**src/rtl/renode_axi_arbiter.sv**
```systemverilog
// Round-robin arbiter sharing one AXI4-Lite-style manager port between NUM_REQ requesters.
// One transaction in flight at a time; the winner gets a single-cycle response pulse.
module renode_axi_arbiter #(
    parameter int unsigned NUM_REQ    = 2,
    parameter int unsigned ADDR_WIDTH = 32,
    parameter int unsigned DATA_WIDTH = 64,
    localparam int unsigned STRB_WIDTH = DATA_WIDTH / 8
) (
    input  logic                             clk_i,
    input  logic                             rst_ni,
    input  logic [NUM_REQ-1:0]               req_i,
    input  logic [NUM_REQ-1:0]               req_we_i,
    input  logic [NUM_REQ*ADDR_WIDTH-1:0]    req_addr_i,
    input  logic [NUM_REQ*STRB_WIDTH-1:0]    req_be_i,
    input  logic [NUM_REQ*DATA_WIDTH-1:0]    req_wdata_i,
    output logic [NUM_REQ-1:0]               gnt_o,
    output logic [NUM_REQ-1:0]               rvalid_o,
    output logic [DATA_WIDTH-1:0]            rdata_o,
    output logic                             err_o,
    output logic                             busy_o,
    output logic [ADDR_WIDTH-1:0]            awaddr_o,
    output logic                             awvalid_o,
    input  logic                             awready_i,
    output logic [DATA_WIDTH-1:0]            wdata_o,
    output logic [STRB_WIDTH-1:0]            wstrb_o,
    output logic                             wvalid_o,
    input  logic                             wready_i,
    input  logic [1:0]                       bresp_i,
    input  logic                             bvalid_i,
    output logic                             bready_o,
    output logic [ADDR_WIDTH-1:0]            araddr_o,
    output logic                             arvalid_o,
    input  logic                             arready_i,
    input  logic [DATA_WIDTH-1:0]            rdata_i,
    input  logic [1:0]                       rresp_i,
    input  logic                             rvalid_i,
    output logic                             rready_o
);

    localparam int unsigned IDX_W = $clog2(NUM_REQ);
    localparam int unsigned CW    = IDX_W + 1;

    localparam logic [2:0] S_IDLE    = 3'd0;
    localparam logic [2:0] S_WR      = 3'd1;
    localparam logic [2:0] S_WR_RESP = 3'd2;
    localparam logic [2:0] S_RD_ADDR = 3'd3;
    localparam logic [2:0] S_RD_DATA = 3'd4;
    localparam logic [2:0] S_RESP    = 3'd5;

    logic [2:0]            r_state;
    logic [2:0]            w_state_nxt;
    logic [IDX_W-1:0]      r_last;
    logic [IDX_W-1:0]      r_idx;
    logic [ADDR_WIDTH-1:0] r_addr;
    logic [STRB_WIDTH-1:0] r_be;
    logic [DATA_WIDTH-1:0] r_wdata;
    logic [DATA_WIDTH-1:0] r_rdata;
    logic                  r_err;
    logic                  r_aw_done;
    logic                  r_w_done;

    logic                  w_found;
    logic [IDX_W-1:0]      w_win;
    logic [CW-1:0]         w_cand;
    logic                  w_grant;
    logic [NUM_REQ-1:0]    w_gnt;
    logic [NUM_REQ-1:0]    w_rvalid;
    logic                  w_aw_hs;
    logic                  w_w_hs;
    logic [ADDR_WIDTH-1:0] w_sel_addr;
    logic [STRB_WIDTH-1:0] w_sel_be;
    logic [DATA_WIDTH-1:0] w_sel_wdata;
    logic                  w_unused_resp;

    // Only bit 1 of the AXI response distinguishes SLVERR/DECERR from OKAY/EXOKAY.
    assign w_unused_resp = bresp_i[0] ^ rresp_i[0];

    // Round-robin scan starting just after the last winner, with wrap-around.
    always_comb begin
        w_found = 1'b0;
        w_win   = r_last;
        w_cand  = '0;
        for (int k = 0; k < NUM_REQ; k++) begin
            w_cand = CW'(r_last) + CW'(1) + CW'(k);
            if (w_cand >= CW'(NUM_REQ)) begin
                w_cand = w_cand - CW'(NUM_REQ);
            end
            if (!w_found && req_i[w_cand[IDX_W-1:0]]) begin
                w_found = 1'b1;
                w_win   = w_cand[IDX_W-1:0];
            end
        end
    end

    // Payload mux for the current winner.
    always_comb begin
        w_sel_addr  = '0;
        w_sel_be    = '0;
        w_sel_wdata = '0;
        for (int i = 0; i < NUM_REQ; i++) begin
            if (IDX_W'(i) == w_win) begin
                w_sel_addr  = req_addr_i[i*ADDR_WIDTH +: ADDR_WIDTH];
                w_sel_be    = req_be_i[i*STRB_WIDTH +: STRB_WIDTH];
                w_sel_wdata = req_wdata_i[i*DATA_WIDTH +: DATA_WIDTH];
            end
        end
    end

    assign awvalid_o = (r_state == S_WR) && !r_aw_done;
    assign wvalid_o  = (r_state == S_WR) && !r_w_done;
    assign bready_o  = (r_state == S_WR_RESP);
    assign arvalid_o = (r_state == S_RD_ADDR);
    assign rready_o  = (r_state == S_RD_DATA);
    assign busy_o    = (r_state != S_IDLE);
    assign w_aw_hs   = awvalid_o && awready_i;
    assign w_w_hs    = wvalid_o && wready_i;

    always_ff @(posedge clk_i or negedge rst_ni) begin
        if (!rst_ni) begin
            r_state <= S_IDLE;
        end else begin
            r_state <= w_state_nxt;
        end
    end

    // Grant is gated by reset so every output reads 0 while reset is held.
    always_comb begin
        w_state_nxt = r_state;
        w_grant     = 1'b0;
        w_gnt       = '0;
        w_rvalid    = '0;
        case (r_state)
            S_IDLE: begin
                if (w_found && rst_ni) begin
                    w_grant      = 1'b1;
                    w_gnt[w_win] = 1'b1;
                    w_state_nxt  = req_we_i[w_win] ? S_WR : S_RD_ADDR;
                end
            end
            S_WR: begin
                if ((r_aw_done || w_aw_hs) && (r_w_done || w_w_hs)) begin
                    w_state_nxt = S_WR_RESP;
                end
            end
            S_WR_RESP: begin
                if (bvalid_i) begin
                    w_state_nxt = S_RESP;
                end
            end
            S_RD_ADDR: begin
                if (arready_i) begin
                    w_state_nxt = S_RD_DATA;
                end
            end
            S_RD_DATA: begin
                if (rvalid_i) begin
                    w_state_nxt = S_RESP;
                end
            end
            S_RESP: begin
                w_rvalid[r_idx] = 1'b1;
                w_state_nxt     = S_IDLE;
            end
            default: begin
                w_state_nxt = S_IDLE;
            end
        endcase
    end

    assign gnt_o    = w_gnt;
    assign rvalid_o = w_rvalid;

    // Transaction payload, handshake progress and response capture.
    always_ff @(posedge clk_i or negedge rst_ni) begin
        if (!rst_ni) begin
            r_last    <= IDX_W'(NUM_REQ - 1);
            r_idx     <= '0;
            r_addr    <= '0;
            r_be      <= '0;
            r_wdata   <= '0;
            r_rdata   <= '0;
            r_err     <= 1'b0;
            r_aw_done <= 1'b0;
            r_w_done  <= 1'b0;
        end else begin
            if (w_grant) begin
                r_last    <= w_win;
                r_idx     <= w_win;
                r_addr    <= w_sel_addr;
                r_be      <= w_sel_be;
                r_wdata   <= w_sel_wdata;
                r_aw_done <= 1'b0;
                r_w_done  <= 1'b0;
            end
            if (w_aw_hs) begin
                r_aw_done <= 1'b1;
            end
            if (w_w_hs) begin
                r_w_done <= 1'b1;
            end
            if ((r_state == S_WR_RESP) && bvalid_i) begin
                r_err   <= bresp_i[1];
                r_rdata <= '0;
            end
            if ((r_state == S_RD_DATA) && rvalid_i) begin
                r_err   <= rresp_i[1];
                r_rdata <= rdata_i;
            end
        end
    end

    assign awaddr_o = r_addr;
    assign araddr_o = r_addr;
    assign wdata_o  = r_wdata;
    assign wstrb_o  = r_be;
    assign rdata_o  = r_rdata;
    assign err_o    = r_err;

endmodule

```
**config.mk**
```make
export PLATFORM = sky130hd
export DESIGN_NAME = renode_axi_arbiter
export DESIGN_NICKNAME = d
export VERILOG_FILES = /design/src/rtl/renode_axi_arbiter.sv
export SDC_FILE = /design/constraint.sdc
export NUM_CORES = 1
export LEC_CHECK = 0
export BUFFER_PORTS_ARGS = -buffer_cell sky130_fd_sc_hd__buf_2
export CAP_MARGIN = 30
export CORE_AREA = 2 2 196 198
export DETAILED_ROUTE_END_ITERATION = 8
export DIE_AREA = 0 0 198 200
export GPL_TIMING_DRIVEN = 0
export MAX_ROUTING_LAYER = met4
export PLACE_DENSITY = 0.43
export SYNTH_ARGS = -nofsm -noshare
export SYNTH_HDL_FRONTEND = slang
export SYNTH_SLANG_ARGS = --single-unit
```
**constraint.sdc**
```tcl
create_clock -name clk_i -period 2.3 [get_ports clk_i]
set_clock_uncertainty 0.2 [all_clocks]
set_input_delay 0.23 -clock clk_i [delete_from_list [all_inputs] [get_ports clk_i]]
set_output_delay 0.23 -clock clk_i [all_outputs]
set_load 0.005 [all_outputs]
```
==> results of run 1 <==
cell usage in the layout (no fill, tap or decap), types with 3 or more instances in the layout:
cell type	count
buf_2	529
o21ai_1	5
clkinv_2	3
inv_6	3
nor3_1	4
clkbuf_16	17
nor2_1	7
clkbuf_2	5
inv_1	3
a21oi_1	104
o21ai_0	100
buf_6	5
nand3_1	105
bufinv_16	5
dlygate4sd3_1	279
a22o_1	64
nand2_1	4
buf_4	41
mux2_2	4
dfrtp_1	175
nor2_2	4
a31oi_1	105
clkbuf_1	41
repair_timing:
item,in CTS,in global routing
endpoints found under the hold margin,260,86
endpoints found under the setup margin,65,97
pin swaps,2,0
gates resized for setup,11,15
setup buffers,4,0
cell families (layout without fill, tap and decap cells):
kind of cell	count (synthesis)	count (layout)
AOI/OAI and AO/OA	386	386
DFF	176	176
and+or+nand+nor	138	138
buffers and inverters	133	941
muxes	6	6
worst paths after layout:
path | startpoint | to | slack, ns | cells past startpoint
max | r_last | gnt_o[1] | 0.04 | 5
min reg2reg | rdata_o[47] | rdata_o[47] | 0.30 | 1
max reg2reg | r_last | araddr_o[22] | 0.18 | 5
min | rst_ni | rdata_o[38] | -0.53 | 1
max in group asynchronous | rst_ni | wdata_o[15] | 1.58 | 2
min in group clk_i | bvalid_i | r_state[2] | 0.05 | 4
power groups by stage:
stage / clock network (mW) / logic [mW] / registers (mW)
after CTS: 3.43 / 7.73 / 5.48
final: 3.36 / 7.70 / 5.48
after global placement: 0 / 7.27 / 5.48
after global routing: 3.54 / 8.55 / 5.66
after detailed placement: 0 / 7.26 / 5.49
after floorplan: 0 / 3.72 / 5.45
metrics by stage:
stage	setup WS, ns	hold WS (ns)	setup TNS (ns)
3_5_place_dp	-0.299	0.0855	-17.09
5_1_grt	-0.0704	-0.490	-0.0704
2_1_floorplan	0.569	-0.266	0
3_3_place_gp	-3.09	0.255	-755.90
6_report	0.0357	-0.532	0
4_1_cts	-0.0128	-0.495	-0.0143
sequential cells by signal, summed over array words and instances, names as in the netlist:
name / cells
r_aw_done: 1
r_state: 3
r_last: 1
r_idx: 1
wdata_o: 64
rdata_o: 64
wstrb_o: 8
r_w_done: 1
araddr_o: 32
err_o: 1
cell type report:
| type | count | area, um2 |
|---|---|---|
| Fill cell | 3811 | 22500 |
| Timing Repair Buffer | 779 | 5340 |
| Sequential cell | 176 | 4410 |
| Multi-Input combinational cell | 530 | 3130 |
| Buffer | 127 | 718 |
| Tap cell | 511 | 639 |
| Clock buffer | 19 | 453 |
| Clock inverter | 13 | 206 |
| Inverter | 3 | 11.3 |
synth_stat cells, types with 4 or more instances:
cell type    n  share of area, %
nor2_1      11              0.50
nor3_1       4              0.24
nand3_1    105               6.4
a21oi_1    104               6.3
o21ai_1      5              0.30
buf_4       39               3.6
a22o_1      64               6.8
clkbuf_1    48               2.2
a31oi_1    105               8.0
mux2_2       4              0.55
buf_2       37               2.3
nand2_1      4              0.18
o21ai_0    100               6.1
dfrtp_1    175                53
routing by layer:
metal / GRT usage (%) / wire length (um) / vias up
met4: 5.49 / 656 / 0
met2: 34.7 / 20200 / 416
met1: 24.4 / 17400 / 4921
met3: 4.02 / 2400 / 41
li1: - / - / 4715
met5: - / 0 / -
==> results.txt, run 1 <==
Run status: complete, but fails checks
Failing checks: hold timing
Initial drt markers: 438
Routed length per instance: 18.8 um
Finished Cell Area: 14900 um2
Hold Fails Final Rpt: 176
Area grow syn2layout: 81.4%
Port-buffer cells: 495
# clock sinks: 176
Largest delay share family, worst path: flip-flops
Critical path startpoint category: flop
First-pass GRT wire length: 59200 um
Hold Path Class: input pin to asynchronous set/reset pin
Largest net degree at the start of global routing: 91
Mux contribution to synthesized area: 0.792%
Worst VDD drop: 0.000530 V
Post-Synthesis Cells: 839
Pwr dens: 1110 nW/um2
Number of antenna violations at the first check in global routing: 0
Period utilization: 98.4%
Final WL: 40700 um
Die outline width: 198 um
Post-synthesis compound-gate area fraction: 28.3%
Worst skew pair latency: 0.45 ns
Clk pwr share: 20.3%
Final setup fails: 0
Number of synthesized flops with an enable pin: 0
Vias in the first global route: 10209
Max Slew Vio Count: 0
Post-Syn Area: 8220 um2
Final GP Congestion: 0.841
Sw Ratio: 38.8%
Seq pwr share: 33.1%
CP endpoint kind: output port
Initial Utilization: 22.0%
Hold-fix buffers at CTS: 279
Max_slew headroom: 61.2%
Synth Net Count: 1126
Count of different cell masters after synthesis: 36
Main flop type after synthesis: dfrtp_1
Avg Vias per Cell: 4.68
Overall power: 16.5 mW
Worst-path cell chain: and2_1 -> buf_6 -> clkbuf_1 -> nor3_1 -> buf_2
XOR/XNOR share of the synthesized area: 0%
Internal power: 10.1 mW
Slowest Stage Delay on Critical Path: 0.58 ns
Largest family of logic cells by synthesized area: compound AO/OA/AOI/OAI gates
Fin util: 39.8%
Avg Cell Area, Syn: 9.79 um2
Final nets: 1921
Layout cells sized above 1: 38.3%
Cell Count Post-Placement: 1846
MaxCap Viol Count: 0
Slowest stage cell on the critical path: dfstp_2
# DRC: 0
Die area: 39600 um2
Hold_ws: -0.532 ns
Simple-gate share of the synthesized area: 8.60%
1st-pass router iterations: 7
Antenna diodes: 0
Post-DP HPWL: 28900 um
Reg clk slew, reported paths: 0.07 ns
Worst Path Required: 1.87 ns
CP Buf/Inv Count: 3
Crit path time final: 2.26 ns
Part of the Yosys area used for sequential elements: 53.6%
Synth Area in Adders: 0%
Worst Path Max Fanout: 10
Switching power: 6.43 mW
Vias after detailed routing: 10093
Total gr overflow: 0
Asr flop ratio synth: 100%
Post-Layout Cell Count: 2158
Placeable Area: 37400 um2
TritonCTS clock tree: done
YS warnings: 0
Longest Clk Path Bufs: 2
IO Pins: 498
Max frequency: 442 MHz
H-tree levels: 4
Die Y: 200 um
P_leak: 7.06 nW
Root Buffer: clkbuf_16
Placed Area: 11400 um2
Combinational cell fraction of total power: 46.5%
Inserted Clock Buffers: 17
Total GRT Usage: 20.3%
Worst path arrival time: 1.83 ns
Least-Margin Pin Slew: 0.582 ns
Unrepaired setup endpoints after global routing: true
ANT nets after route: 0
Register bit total from synthesis: 176
Crit Path Class: flop to output port
Row count: 71
No activity file was read; power rests on OpenSTA's default activity.
==> run 2, diff against run 1 <==
Settings changed: ABC_AREA from default to 1, CORE_AREA 2 2 196 198 to 2 2 195 197, DIE_AREA 0 0 198 200 to 0 0 197 199, PLACE_DENSITY 0.43 to 0.42.
==> results.txt, run 2 <==
Setup WS post-layout: 0.140 ns (was 0.0357 ns)
Final WL: 33000 um (was 40700 um)
# DRC: 0 (unchanged)
Final GP Congestion: 0.830 (was 0.841)
Slowest Stage Delay on Critical Path: 0.55 ns (was 0.58 ns)
# clock sinks: 176 (unchanged)
Count of different cell masters after synthesis: 18 (was 36)
Worst-path cell chain: inv_1 -> nand2_1 -> nand2_1 -> nand2_2 -> inv_4 -> buf_8 -> buf_2 (was and2_1 -> buf_6 -> clkbuf_1 -> nor3_1 -> buf_2)
Finished Cell Area: 14300 um2 (was 14900 um2)
TNS Setup: 0 ns (unchanged)
Commonest non-fill, non-tap cell in the layout: nand2_1 (was buf_2)
Worst skew pair latency: 0.45 ns (about the same)
Hold-fix buffers at CTS: 278 (was 279)
MaxCap Viol Count: 0 (unchanged)
Crit path time final: 2.16 ns (was 2.26 ns)
Vias in the first global route: 9397 (was 10209)
Final setup fails: 0 (unchanged)
Hold Path Class: input pin to asynchronous set/reset pin (unchanged)
Layout cells sized above 1: 34.7% (was 38.3%)
Vias after detailed routing: 9031 (was 10093)
Final nets: 2034 (was 1921)
P_leak: 7.83 nW (was 7.06 nW)
Post-DP HPWL: 24200 um (was 28900 um)
First-pass GRT wire length: 50300 um (was 59200 um)
Worst path arrival time: 1.73 ns (was 1.83 ns)
Worst r2r dst: err_o (was araddr_o[22])
Register bit total from synthesis: 176 (unchanged)
Max Slew Vio Count: 0 (unchanged)
Main flop type after synthesis: dfrtp_1 (unchanged)
Reg2Reg Depth: 10 (was 5)
Row count: 71 (unchanged)
Post-synth top cells: nand2_1 (536), dfrtp_1 (175), nand3_1 (113), buf_4 (39), buf_2 (19) (was dfrtp_1 (175), a31oi_1 (105), nand3_1 (105), a21oi_1 (104), o21ai_0 (100))
ANT nets after route: 0 (unchanged)
CP most frequent cell: nand2_1
CP endpoint kind: output port (unchanged)
Critical path startpoint category: flop (unchanged)
YS warnings: 0 (unchanged)
Most frequent cells in the layout: nand2_1 (534), buf_2 (505), dlygate4sd3_1 (278), dfrtp_1 (172), nand3_1 (113) (was buf_2 (529), dlygate4sd3_1 (279), dfrtp_1 (175), nand3_1 (105), a31oi_1 (105))
TritonCTS clock tree: done (unchanged)
Worst VDD drop: 0.000514 V (was 0.000530 V)
Placed Area: 10800 um2 (was 11400 um2)
Slowest stage cell on the critical path: dfstp_2 (unchanged)
IO Pins: 498 (unchanged)
Longest Clk Path Bufs: 2 (unchanged)
Area leader, netlist: dfrtp_1 (unchanged)
Avg Cell Area, Syn: 8.10 um2 (was 9.79 um2)
Post-Syn Area: 7650 um2 (was 8220 um2)
Max frequency: 463 MHz (was 442 MHz)
Area of the multi-input gates: 2710 um2 (was 3130 um2)
Crit Path Class: flop to output port (unchanged)
Root Buffer: clkbuf_16 (unchanged)
Post-Synthesis Cells: 944 (was 839)
Number of antenna violations at the first check in global routing: 1 (was 0)
Period utilization: 93.9% (was 98.4%)
Reg clk slew, reported paths: 0.08 ns (was 0.07 ns)
Hold Fails Final Rpt: 97 (was 176)
Synth Net Count: 1231 (was 1126)
Die outline width: 197 um (was 198 um)
Least-Margin Pin Slew: 0.844 ns (was 0.582 ns)
Max_slew headroom: 43.7% (was 61.2%)
Port-buffer cells: 495 (unchanged)
FF-to-FF Start: r_state[0] (was r_last)
Hold_ws: -0.403 ns (was -0.532 ns)
Number of synthesized flops with an enable pin: 0 (unchanged)
Register area: 4410 um2 (about the same)
Avg Vias per Cell: 4.04 (was 4.68)
Unrepaired setup endpoints after global routing: false (was true)
Synth area leaders: dfrtp_1 (57%), nand2_1 (26%), nand3_1 (7.4%), buf_4 (3.8%), buf_2 (1.2%) (was dfrtp_1 (53%), a31oi_1 (8.0%), a22o_1 (6.8%), nand3_1 (6.4%), a21oi_1 (6.3%))
H-tree levels: 4 (unchanged)
Most frequent cell after synthesis: nand2_1 (was dfrtp_1)
Failing checks: hold timing (unchanged)
Die area: 39200 um2 (was 39600 um2)
Fill count: 3847 (was 3811)
Worst Path Max Fanout: 10 (unchanged)
Worst Path Required: 1.87 ns (about the same)
Part of the Yosys area used for sequential elements: 57.6% (was 53.6%)
Reg2reg setup slack: 0.14 ns (was 0.18 ns)
Run status: complete, but fails checks (unchanged)
Top-area cell type share of the netlist area: 57.3% (was 53.3%)
Placeable Area: 37100 um2 (was 37400 um2)
1st-pass router iterations: 4 (was 7)
Area grow syn2layout: 86.9% (was 81.4%)
Worst slack, placed: -0.405 ns (was -0.299 ns)
Asr flop ratio synth: 100% (unchanged)
Largest net degree at the start of global routing: 102 (was 91)
Worst setup path start: r_last (unchanged)
Inserted Clock Buffers: 17 (unchanged)
Initial Utilization: 20.6% (was 22.0%)
Total gr overflow: 0 (unchanged)
Total GRT Usage: 17.1% (was 20.3%)
Routed length per instance: 14.8 um (was 18.8 um)
Initial drt markers: 235 (was 438)
Die Y: 199 um (was 200 um)
Pwr dens: 988 nW/um2 (was 1110 nW/um2)
==> run 2: changes by cell type after synthesis, moves of 32 or more <==
cell      before  now
a31oi_1      105    0
o21ai_0      100    6
nand2_1        4  536
a22o_1        64    0
clkbuf_1      48   16
a21oi_1      104    1
==> run 2: how the worst max path moves through the flow <==
stage / slack (ns) / to / cells past startpoint
finish: 0.14 / gnt_o[1] / 7
global route: 0.004 / gnt_o[1] / 7
CTS: 0.008 / gnt_o[0] / 6
detailed placement: -0.40 / gnt_o[1] / 7
global placement: -3.41 / wdata_o[10] / 7
floorplan: 0.61 / rdata_o[13] / 10
==> run 2: layout make-up <==
type                       instances  share of cell area, %
timing repair buffer             784                   37.6
sequential                       176                   30.9
multi-input combinational        672                   19.0
tap                              474                   4.15
buffer                            79                   3.58
clock buffer                      20                   3.27
clock inverter                    11                   1.07
inverter                          17                  0.464
antenna                            1                 0.0175
==> run 2: worst max-delay path: cells and delay by family, from the launching register on <==
| kind | cells | cell delay, ns |
|---|---|---|
| flip-flops | 1 | 0.55 |
| AND/OR/NAND/NOR | 3 | 0.33 |
| buffers and inverters | 4 | 0.38 |
==> run 2: through the flow <==
step           util [%]  std cells  total power, mW  hold WS (ns)
6_report           38.5       2234             14.1        -0.403
3_5_place_dp       29.0       1914             10.5         0.139
2_1_floorplan         -        944             7.74        -0.266
3_3_place_gp       28.9       1913             10.5         0.231
5_1_grt            38.5       2234             15.2        -0.364
4_1_cts            38.3       2228             14.3        -0.361
==> run 2: power breakdown <==
part           total, mW  internal, mW  switching (mW)
combinational       5.71          2.84            2.86
sequential          5.25          4.42           0.827
clock               3.16          1.80            1.36
total               14.1          9.07            5.05
==> run 2: kinds of logic after synthesis <==
group | share of synthesized area [%]
AO/OA/AOI/OAI | 0.458
buffers and inverters | 7.04
flip-flops | 57.6
AND/OR/NAND/NOR | 34.9
==> run 2: layer usage <==
layer | global-route usage (%) | wire, um
met1 | 19.6 | 13900
met2 | 29.1 | 16400
met5 | - | 0
met4 | 6.49 | 915
met3 | 4.12 | 1840
==> run 2: repair_timing <==
item / CTS / global route
gates resized for setup: 10 / 12
endpoints found under the setup margin: 25 / 39
endpoints found under the hold margin: 270 / 97
setup buffers: 5 / 5
pin swaps: 2 / 2
==> run 3, diff against run 2 <==
Settings changed: CELL_PAD_IN_SITES_DETAIL_PLACEMENT from default to 1, CELL_PAD_IN_SITES_GLOBAL_PLACEMENT from default to 2, CORE_AREA 2 2 195 197 to default, CORE_ASPECT_RATIO from default to 0.75, CORE_UTILIZATION from default to 22, CTS_CLUSTER_DIAMETER from default to 50, DIE_AREA 0 0 197 199 to default, PLACE_DENSITY 0.42 to 0.78.
==> results.txt, run 3 (synthesized netlist as in run 2, its figures left out) <==
Worst Path Required: 1.87 ns (about the same)
H-tree levels: 4 (unchanged)
Unrepaired setup endpoints after global routing: true (was false)
# clock sinks: 176 (unchanged)
Routed length per instance: 17.2 um (was 14.8 um)
Number of antenna violations at the first check in global routing: 2 (was 1)
Worst slack, placed: -0.202 ns (was -0.405 ns)
CP Buf/Inv Count: 3 (was 4)
Critical path startpoint category: flop (unchanged)
ANT nets after route: 0 (unchanged)
Pwr dens: 995 nW/um2 (was 988 nW/um2)
Overall power: 14.1 mW (about the same)
Row count: 58 (was 71)
Hold Path Class: input pin to asynchronous set/reset pin (unchanged)
Vias after detailed routing: 9487 (was 9031)
Setup WS post-layout: 0.107 ns (was 0.140 ns)
Worst r2r dst: wdata_o[43] (was err_o)
FF-to-FF Start: r_last (was r_state[0])
Largest net degree at the start of global routing: 96 (was 102)
Slowest stage cell on the critical path: dfstp_2 (unchanged)
Die area: 35500 um2 (was 39200 um2)
Die outline width: 217 um (was 197 um)
Worst Path Max Fanout: 10 (unchanged)
TritonCTS clock tree: done (unchanged)
Final setup fails: 0 (unchanged)
P_leak: 7.77 nW (was 7.83 nW)
Final WL: 38000 um (was 33000 um)
Reg2reg setup slack: 0.11 ns (was 0.14 ns)
Post-DP HPWL: 26300 um (was 24200 um)
Reg clk slew, reported paths: 0.07 ns (was 0.08 ns)
Inserted Clock Buffers: 17 (unchanged)
Crit Path Class: flop to output port (unchanged)
Final nets: 2031 (was 2034)
First-pass GRT wire length: 57800 um (was 50300 um)
Slowest Stage Delay on Critical Path: 0.55 ns (about the same)
Max_slew headroom: 52.2% (was 43.7%)
Total gr overflow: 0 (unchanged)
Layout cells sized above 1: 34.3% (was 34.7%)
Largest delay share family, worst path: flip-flops (unchanged)
Fin util: 41.8% (was 38.5%)
MaxCap Viol Count: 0 (unchanged)
Hold_ws: -0.416 ns (was -0.403 ns)
Root Buffer: clkbuf_16 (unchanged)
IO Pins: 498 (unchanged)
Worst-path cell chain: inv_1 -> nand2_1 -> nand2_1 -> nor2_4 -> buf_6 -> buf_2 (was inv_1 -> nand2_1 -> nand2_1 -> nand2_2 -> inv_4 -> buf_8 -> buf_2)
Initial Utilization: 22.6% (was 20.6%)
Initial drt markers: 358 (was 235)
Crit path time final: 2.19 ns (was 2.16 ns)
Hold-fix buffers at CTS: 279 (was 278)
Max frequency: 456 MHz (was 463 MHz)
Placeable Area: 33900 um2 (was 37100 um2)
Die Y: 163 um (was 199 um)
Area grow syn2layout: 85.2% (was 86.9%)
Vias in the first global route: 10456 (was 9397)
Worst path arrival time: 1.76 ns (was 1.73 ns)
1st-pass router iterations: 4 (unchanged)
Max Slew Vio Count: 0 (unchanged)
# DRC: 0 (unchanged)
Longest Clk Path Bufs: 2 (unchanged)
Worst VDD drop: 0.000464 V (was 0.000514 V)
Final GP Congestion: 0.799 (was 0.830)
Port-buffer cells: 495 (unchanged)
Least-Margin Pin Slew: 0.716 ns (was 0.844 ns)
Run status: complete, but fails checks (unchanged)
Avg Vias per Cell: 4.30 (was 4.04)
Failing checks: hold timing (unchanged)
Fill count: 4179 (was 3847)
Period utilization: 95.4% (was 93.9%)
Reg2Reg Depth: 8 (was 10)
Most frequent cells in the layout: nand2_1 (535), buf_2 (511), dlygate4sd3_1 (279), dfrtp_1 (172), nand3_1 (113) (was nand2_1 (534), buf_2 (505), dlygate4sd3_1 (278), dfrtp_1 (172), nand3_1 (113))
CP endpoint kind: output port (unchanged)
Total GRT Usage: 21.8% (was 17.1%)
CP most frequent cell: nand2_1 (unchanged)
Commonest non-fill, non-tap cell in the layout: nand2_1 (unchanged)
Worst skew pair latency: 0.44 ns (was 0.45 ns)
Hold Fails Final Rpt: 80 (was 97)
## run 3: cell count changes in the layout (fill, tap and decap cells not counted), moves of 2 or more
cell,change
inv_8,+2
clkbuf_8,-3
buf_4,-4
clkbuf_4,-6
clkbuf_1,+3
clkbuf_2,-2
bufinv_16,-2
buf_2,+6
clkinv_4,+2
## run 3: worst max path at each step
stage          startpoint     endpoint  slack, ns  cells after the start
3_3_place_gp       rst_ni     gnt_o[1]      -3.30                      7
2_1_floorplan  r_state[1]  rdata_o[13]       0.61                     10
5_1_grt            r_last     gnt_o[0]     -0.009                      6
6_report           r_last     gnt_o[0]       0.11                      6
3_5_place_dp       rst_ni     gnt_o[1]      -0.20                      7
4_1_cts        r_state[1]     gnt_o[1]       0.01                      7
## run 3: final cells by class
type	instances	area (um2)	area share (%)
Tap cell	450	563	3.98
Clock inverter	13	131	0.928
Clock buffer	19	433	3.06
Timing Repair Buffer	781	5350	37.8
Multi-Input combinational cell	672	2710	19.1
Antenna cell	1	2.50	0.0177
Inverter	17	68.8	0.486
Sequential cell	176	4410	31.1
Buffer	79	490	3.46
## run 3: power by group
group	internal, mW	total [mW]	switching (mW)
clock network	1.52	2.93	1.41
registers	4.42	5.25	0.833
logic	2.81	5.90	3.09
## run 3: timing repair
| item | CTS | global route |
|---|---|---|
| buffers inserted | 5 | 1 |
| setup endpoints to repair | 2 | 1 |
| gates resized for setup | 10 | 3 |
| endpoints found under the hold margin | 252 | 80 |
| pin swaps | 2 | 0 |
## run 3: worst register-to-register path, delay by kind of cell, from the launching register on
kind | cells | cell delay, ns
simple gates | 5 | 0.65
buf+inv | 3 | 0.72
flops | 1 | 0.55
## run 3: metrics by stage
stage               hold WS (ns)  cells  area [um2]  TNS [ns]
detailed placement        0.0895   1890       10700     -7.71
global route              -0.380   2208       14200  -0.00897
global placement           0.232   1889       10700   -805.42
finish                    -0.416   2208       14200         0
floorplan                 -0.266    944        7650         0
CTS                       -0.399   2206       14100         0
## run 3: routing by layer
| layer | track usage, % | vias up | share of wire [%] | wire [um] |
|---|---|---|---|---|
| met4 | 6.95 | 0 | 2.3 | 884 |
| met3 | 5.08 | 61 | 5.6 | 2140 |
| met5 | - | - | 0 | 0 |
| met1 | 24.7 | 4579 | 41 | 15700 |
| li1 | - | 4506 | - | - |
| met2 | 37.9 | 341 | 51 | 19300 |
